File: src/rtl/instr_fetch_queue.sv
// instr_fetch_queue
//   Fetch front end feeding the decode stage. Issues word-aligned reads to
//   instruction memory, keeps the returned words with their addresses in an
//   in-order FIFO and presents the head as {ins_o, ins_pc_o} with a
//   valid/ready handshake. A redirect flushes the FIFO, restarts fetch at
//   the new address and drops every response still owed by memory.
//
// Ports
//   clk_i              clock, all state on the rising edge
//   rst_i              synchronous active-high reset
//   imem_req_valid_o   fetch request valid
//   imem_req_addr_o    fetch word address ([1:0] always 00)
//   imem_req_ready_i   memory accepts the request this cycle
//   imem_resp_valid_i  read data valid (in request order, latency >= 1)
//   imem_resp_data_i   instruction word
//   redirect_i         flush and restart fetch (one-cycle pulse)
//   redirect_pc_i      restart address ([1:0] ignored)
//   ins_valid_o        head entry valid
//   ins_o              head instruction, 0 when ins_valid_o is low
//   ins_pc_o           address of head instruction
//   ins_ready_i        decode accepts the head entry
//
// State | meaning
//   RUN   | fetching, responses are pushed into the FIFO
//   DRAIN | waiting for responses issued before a redirect; all are dropped

module instr_fetch_queue #(
  parameter int unsigned DEPTH    = 4,
  parameter logic [31:0] RESET_PC = 32'h0000_3000
) (
  input  logic        clk_i,
  input  logic        rst_i,
  output logic        imem_req_valid_o,
  output logic [31:0] imem_req_addr_o,
  input  logic        imem_req_ready_i,
  input  logic        imem_resp_valid_i,
  input  logic [31:0] imem_resp_data_i,
  input  logic        redirect_i,
  input  logic [31:0] redirect_pc_i,
  output logic        ins_valid_o,
  output logic [31:0] ins_o,
  output logic [31:0] ins_pc_o,
  input  logic        ins_ready_i
);

  localparam int unsigned PTR_W = (DEPTH > 1) ? $clog2(DEPTH) : 1;
  localparam int unsigned CNT_W = $clog2(DEPTH + 1);

  typedef enum logic {S_RUN, S_DRAIN} state_e;

  state_e           state_q, state_d;
  logic [31:0]      fetch_pc_q, fetch_pc_d;
  logic [31:0]      resp_pc_q, resp_pc_d;
  logic [CNT_W-1:0] count_q, count_d;
  logic [CNT_W-1:0] outst_q, outst_d;
  logic [CNT_W-1:0] stale_q, stale_d;
  logic [PTR_W-1:0] rd_ptr_q, rd_ptr_d;
  logic [PTR_W-1:0] wr_ptr_q, wr_ptr_d;
  logic [31:0]      data_q [DEPTH];
  logic [31:0]      pc_q   [DEPTH];

  logic             req_fire, push, pop, drop;
  logic [CNT_W:0]   inflight;
  logic [31:0]      redirect_pc_aligned;
  logic             unused_redirect_lsb;

  assign redirect_pc_aligned = {redirect_pc_i[31:2], 2'b00};
  assign unused_redirect_lsb = ^redirect_pc_i[1:0];

  // Entries held plus words still owed by memory; bounding this sum by DEPTH
  // guarantees every accepted response has a FIFO slot waiting for it.
  assign inflight = {1'b0, count_q} + {1'b0, outst_q};

  always_comb begin
    state_d    = state_q;
    fetch_pc_d = fetch_pc_q;
    resp_pc_d  = resp_pc_q;
    count_d    = count_q;
    outst_d    = outst_q;
    stale_d    = stale_q;
    rd_ptr_d   = rd_ptr_q;
    wr_ptr_d   = wr_ptr_q;

    imem_req_valid_o = !rst_i && (state_q == S_RUN) && !redirect_i &&
                       (inflight < (CNT_W+1)'(DEPTH));
    imem_req_addr_o  = fetch_pc_q;
    req_fire         = imem_req_valid_o && imem_req_ready_i;

    ins_valid_o = (count_q != '0);
    ins_o       = ins_valid_o ? data_q[rd_ptr_q] : 32'h0;
    // When empty, show the address the next pushed word will carry.
    ins_pc_o    = ins_valid_o ? pc_q[rd_ptr_q] : resp_pc_q;
    pop         = ins_valid_o && ins_ready_i;

    // A response arriving together with a redirect belongs to the old path.
    drop = imem_resp_valid_i && (redirect_i || (stale_q != '0));
    push = imem_resp_valid_i && !drop;

    outst_d = outst_q + CNT_W'(req_fire) - CNT_W'(imem_resp_valid_i);
    if (req_fire) fetch_pc_d = fetch_pc_q + 32'd4;
    if (imem_resp_valid_i && (stale_q != '0)) stale_d = stale_q - CNT_W'(1);

    if (push) begin
      resp_pc_d = resp_pc_q + 32'd4;
      wr_ptr_d  = wr_ptr_q + PTR_W'(1);
    end
    if (pop) rd_ptr_d = rd_ptr_q + PTR_W'(1);
    count_d = count_q + CNT_W'(push) - CNT_W'(pop);

    if (redirect_i) begin
      count_d    = '0;
      rd_ptr_d   = '0;
      wr_ptr_d   = '0;
      fetch_pc_d = redirect_pc_aligned;
      resp_pc_d  = redirect_pc_aligned;
      stale_d    = outst_d;
    end

    case (state_q)
      S_RUN:   if (stale_d != '0) state_d = S_DRAIN;
      S_DRAIN: if (stale_d == '0) state_d = S_RUN;
      default: state_d = S_RUN;
    endcase
  end

  always_ff @(posedge clk_i) begin
    if (rst_i) begin
      state_q    <= S_RUN;
      fetch_pc_q <= RESET_PC;
      resp_pc_q  <= RESET_PC;
      count_q    <= '0;
      outst_q    <= '0;
      stale_q    <= '0;
      rd_ptr_q   <= '0;
      wr_ptr_q   <= '0;
    end else begin
      state_q    <= state_d;
      fetch_pc_q <= fetch_pc_d;
      resp_pc_q  <= resp_pc_d;
      count_q    <= count_d;
      outst_q    <= outst_d;
      stale_q    <= stale_d;
      rd_ptr_q   <= rd_ptr_d;
      wr_ptr_q   <= wr_ptr_d;
    end
  end

  // Storage needs no reset: nothing is read unless count_q marks it valid.
  always_ff @(posedge clk_i) begin
    if (push && !rst_i) begin
      data_q[wr_ptr_q] <= imem_resp_data_i;
      pc_q[wr_ptr_q]   <= resp_pc_q;
    end
  end

endmodule

File: config.mk
export PLATFORM = sky130hd
export DESIGN_NAME = instr_fetch_queue
export DESIGN_NICKNAME = d
export VERILOG_FILES = /design/src/rtl/instr_fetch_queue.sv
export SDC_FILE = /design/constraint.sdc
export NUM_CORES = 1
export LEC_CHECK = 0
export BUFFER_PORTS_ARGS = -buffer_cell sky130_fd_sc_hd__buf_2
export CORE_MARGIN = 2
export CORE_UTILIZATION = 40
export DETAILED_ROUTE_END_ITERATION = 8
export GPL_ROUTABILITY_DRIVEN = 0
export SLEW_MARGIN = 20
export SYNTH_ARGS = -nofsm -noshare
export SYNTH_HDL_FRONTEND = slang
export SYNTH_SLANG_ARGS = --single-unit
export TNS_END_PERCENT = 30
File: constraint.sdc
create_clock -name clk_i -period 4.42 [get_ports clk_i]
set_clock_uncertainty 0.15 [all_clocks]
set_input_delay 1.326 -clock clk_i [delete_from_list [all_inputs] [get_ports clk_i]]
set_output_delay 1.326 -clock clk_i [all_outputs]
set_load 0.05 [all_outputs]
# --- After elaboration in Yosys (flattened, before gate mapping) ---
# Memories as Yosys holds them, arrays and structs flattened. A register that Yosys moved wholly into a read port is not among the register bits.
# Index checks and enable logic that the tools add are counted.
totals:
  register_bits: 78
  mem_bits_rw: 256
  in_bits: 70
  out_inout_bits: 98
  elab_cells: 61
  memories: 2
classes:
  add_sub_neg: 10
  order_cmp: 1
  muxes: 17
  bitwise: 1
  n_reduce_logical: 20
memory_table:
  columns: ["memory", "depth", "width", "rd", "rd_clocked_by_memory_dff", "wr", "line", "rtl"]
  rows:
  - ["data_q", 4, 32, 1, 1, 1, "59", "logic [31:0] data_q [DEPTH];"]
  - ["pc_q", 4, 32, 1, 1, 1, "60", "logic [31:0] pc_q [DEPTH];"]
op_table:
  columns: ["op", "count"]
  rows:
  - ["$mux 32", 6]
  - ["$add 32x3->32 const B", 2]
  - ["$logic_and 1x1->1", 9]
  - ["$reduce_bool 3->1", 3]
  - ["$mux 2", 4]
  - ["$add 3x1->3", 2]
  - ["$mux 3", 2]
  - ["$sub 3x1->3", 2]
  - ["$add 2x1->2 const B", 2]
  - ["$add 3x3->4", 1]
  - ["$lt 4x3->1 const B", 1]
  - ["$mux 1", 4]
  - ["$reduce_bool 2->1", 2]
  - ["$logic_not 1->1", 3]
  - ["$logic_not 3->1", 1]
  - ["$sub 3x1->3 const B", 1]
  - ["$pmux 1 s2", 1]
  - ["$reduce_or 2->1", 1]
  - ["$logic_or 1x1->1", 1]
  - ["$not 1->1", 1]

# --- Longest topological paths before layout ---
depth:
  word_depth: 11
  mapped_depth: 15
  ltp_nobuf: 13

# --- Worst setup path before layout ---
# Ideal clock, no wire load.
synth_timing:
  path_kind: "input port to flip-flop"
  startpoint: "input port rst_i"
  endpoint: "register state_q"
  setup_ns: 0.120
  arrival_ns: 3.753
  t_required_ns: 4.150
  setup_slack_ns: 0.398
  path_stages: 15
  path_buffers: 3
  path_cell_list: "clkbuf_1 nor2_1 and4_1 buf_2 inv_2 clkbuf_1 ha_1 inv_1 ha_1 inv_1 fa_1 xor2_1 xnor2_1 a211oi_1 a211o_1"
synth_between:
  elab_chain_cells: 11
  elab_cells_between_ends: 13
  cone_classes: "add/sub: 2; mux: 4; reduce/logical: 7"
synth_rtl:
  columns: ["item", "line", "rtl"]
  rows:
  - ["from (decl)", "32", "input logic rst_i,"]
  - ["$logic_not 1->1", "84", "imem_req_valid_o = !rst_i && (state_q == S_RUN) && !redirect_i &&"]
  - ["$logic_and 1x1->1 (3 in series)", "84", null]
  - ["$logic_and 1x1->1", "87", "req_fire = imem_req_valid_o && imem_req_ready_i;"]
  - ["$add 3x1->3", "99", "outst_d = outst_q + CNT_W'(req_fire) - CNT_W'(imem_resp_valid_i);"]
  - ["$sub 3x1->3", "99", null]
  - ["$mux 3", "110", "if (redirect_i) begin"]
  - ["$logic_not 3->1 or $reduce_bool 3->1 (tied branches)", "121, 120", null]
  - ["$mux 1 (on tied branches)", "121, 120", null]
  - ["$pmux 1 s2", "119", "case (state_q)"]
  - ["to (signal assigned)", "137", "state_q <= state_d;"]
  - ["to (decl)", "51", "state_e state_q, state_d;"]
# Parallel ways exist; a longest one is shown, timed or not.
# A chain may end at the register's enable or synchronous reset.

==> impl_metrics.yaml <==
global_routing:
  grt_pass1_vias: 8137
  antenna_found_initial: 0
  grt_start_max_net_pins: 63
  grt_pass1_wl_mm: 46.8
  overflow: 0
  grtUsageTotal_pct: 16.8
power_and_ir_drop:
  p_sw_uw: 1790
  power.internal_uw: 5300
  ir_worst_vdd_v: 0.000249
  seq_power_share_pct: 48.8
  swShare_pct: 25.3
  p_comb_share_pct: 11.7
  powerDensity_nw_per_um2: 439
  clkPwrFrac_pct: 39.6
  p_leak_uw: 0.00579
die:
  num_rows: 67
  dieWidth_um: 189
  coreArea_um2: 33500
  die-height_um: 189
  ios: 168
  initial_core_util_pct: 40.7
  dieArea_um2: 35600
timing:
  tns_ns: 0
  drv_slew: 0
  finalCritPeriodShare_pct: 88.9
  period_minus_slack_ns: 3.93
  worst_slew_pin_slew_ns: 0.673
  fmax_mhz: 255
  hold_viol: 0
  slew_headroom_pct: 54.8
  rsz0062_at_grt: "no"
  setup_viol: 0
routing:
  ant_nets: 0
  routed_via_density: 5.32
  wl_per_cell_um: 19.5
  drt-total-wl_mm: 29.8
  drt-pass1-iter-count: 5
  drtIter0Drc: 481
  drc: 0
  via_count: 8154
synthesis:
  synthTopCellsByCount: "248 x edfxtp_1, 76 x dfxtp_1, 62 x mux4_2"
  syn_area_um2: 13700
  ys_seq_elements: 324
  synth.distinct_cells: 63
  synth-edff-count: 248
  seq_area_frac_synth_pct: 65.7
  synth_most_common_cell: "edfxtp_1"
  syn_avg_cell_area_um2: 15.3
  synthArstFlopShare_pct: 0
  synth_cells: 890
  synth_area_leader_cell: "edfxtp_1"
  synth.area.top_cells: "edfxtp_1 55%, dfxtp_1 11%, mux4_2 10%"
  synth-main-ff-cell: "edfxtp_1"
  yosysWarnings: 0
  yosys.area.top_type_share_pct: 54.6
setup_path:
  r2r_cells: 13
  reg2reg_to: "state_q"
  rrSetupSlack_ns: 1.32
  slowest_delay_ns: 0.59
  crit_fanout: 18
  crit_chain: "buf_4, mux4_2, mux2_2, buf_2"
  crit_required_ns: 2.94
  arrival_ns: 2.45
  crit_slowest_cell: "dfxtp_4"
  critPathLaunchType: "flip-flop"
  regToRegStartpoint: "count_q[2]"
  endpoint_kind: "output pin"
  critPathBufInv: 2
  critPathKind: "reg2out"
  cp_top_family: "multiplexers"
cts:
  htreeDepth: 2
  cts_buffer_depth: 3
  path_clk_slew_ns: 0.05
  clock-sinks: 324
  cts_resized: 0
  cts_hold_buf: 0
  clk_latency_ns: 0.50
  clockRootBuffer: "clkbuf_16"
  cts_setup_buffers: 0
  cts_made_buffers: 36
  cts_tree: "built"
status:
  status: "finished, final reports clean"
placement:
  hpwl_mm: 18.8
  port_buffers: 161
  placed_area_um2: 15100
  placed_cells_incl_taps: 1469
cells_and_area:
  fillers: 2945
  antenna_cells: 0
  final_area_um2: 16200
  drive_gt1_share_pct: 31.4
  nNetsFinal: 1145
  stdcell_count: 1533
  synthToLayoutAreaGrowth_pct: 18.4
worst_hold_path:
  hold-path-cell-count: 2
  min_from: "rd_ptr_q[1]"
  worst_hold_path_type: "reg2reg"
job:
  cap_violations: 0
## metrics by stage
stage / hold WS, ns / setup slack [ns] / util (%) / power [uW]
detailed placement: 0.358 / 0.491 / 44.9 / 4360
finish: 0.369 / 0.492 / 48.2 / 7090
floorplan: 0.335 / 0.398 / - / 4110
global route: 0.402 / 0.318 / 48.2 / 7370
global placement: 0.355 / 0.569 / 44.9 / 4350
CTS: 0.374 / 0.399 / 48.2 / 7190
## state kept, by name (all words and copies together) (netlist names), named ones only
register / cells
state_q: 1
outst_q: 3
rd_ptr_q: 2
imem_req_addr_o: 30
wr_ptr_q: 2
count_q: 3
pc_q: 120
stale_q: 3
data_q: 128
resp_pc_q: 30
## cell families (layout without fill, tap and decap cells)
| logic type | count (synthesis) | after routing | share of synthesized area (%) |
|---|---|---|---|
| DFF | 324 | 324 | 65.7 |
| and+or+nand+nor | 219 | 219 | 9.16 |
| AOI/OAI and AO/OA | 109 | 109 | 5.22 |
| muxes | 97 | 97 | 13.1 |
| buffers and inverters | 82 | 274 | 2.55 |
| xor gates and xnor gates | 42 | 42 | 2.69 |
| adders and majority gates | 16 | 16 | 1.58 |
| other | 1 | 4 | 0.0275 |
## layer usage
layer | routed length (um) | GRT usage, % | vias up
met2 | 13300 | 26.3 | 258
met3 | 1730 | 3.09 | 55
met5 | 0 | 0 | -
li1 | - | - | 3767
met4 | 725 | 4.96 | 0
met1 | 14100 | 24.1 | 4074
## cell usage in the layout (no fill, tap or decap), types with 15 or more instances in the layout
cell	synthesis	final
dfxtp_1	76	74
buf_2	14	161
inv_1	26	26
nand3_1	19	19
nor2_1	43	43
xor2_1	28	28
mux2_2	31	31
edfxtp_1	248	248
and2_1	40	40
nand2_1	35	35
o21ai_0	18	18
mux4_2	62	62
a21boi_0	15	15
a21oi_1	28	28
nand4_1	23	23
clkbuf_16	0	37
## power by group through the flow
stage                     Clock (uW)  Combinational (uW)  Sequential (uW)
final                           2810                 827             3460
after global routing            3010                 887             3470
after CTS                       2890                 839             3460
after detailed placement           0                 835             3520
after global placement             0                 829             3520
after floorplan                    0                 558             3550
## worst reg2reg max path: stages (launching register included)
cell,delay [ns]
dfxtp_1,0.32
ha_1,0.29
nor4_1,0.23
and4_1,0.29
inv_2,0.05
ha_1,0.26
inv_1,0.06
ha_1,0.13
inv_1,0.05
fa_1,0.37
xor2_1,0.16
xnor2_1,0.20
a211oi_1,0.13
a211o_1,0.29
## final cells by class
class | count | area [um^2] | area share [%]
Sequential cell | 324 | 8970 | 55.5
Multi-Input combinational cell | 487 | 4350 | 26.9
Timing Repair Buffer | 182 | 1060 | 6.58
Clock buffer | 50 | 985 | 6.09
Tap cell | 448 | 561 | 3.47
Clock inverter | 14 | 120 | 0.743
Inverter | 28 | 105 | 0.650
## how the worst max path moves through the flow
stage | startpoint | to | slack (ns) | cells past startpoint
final | flip-flop | ins_pc_o[16] | 0.49 | 4
after global routing | flip-flop | ins_o[22] | 0.32 | 5
after CTS | flip-flop | ins_o[3] | 0.40 | 5
after detailed placement | redirect_i | state_q | 0.49 | 13
after global placement | redirect_i | state_q | 0.57 | 13
after floorplan | rst_i | state_q | 0.40 | 15
No activity file was read; power rests on OpenSTA's default activity.
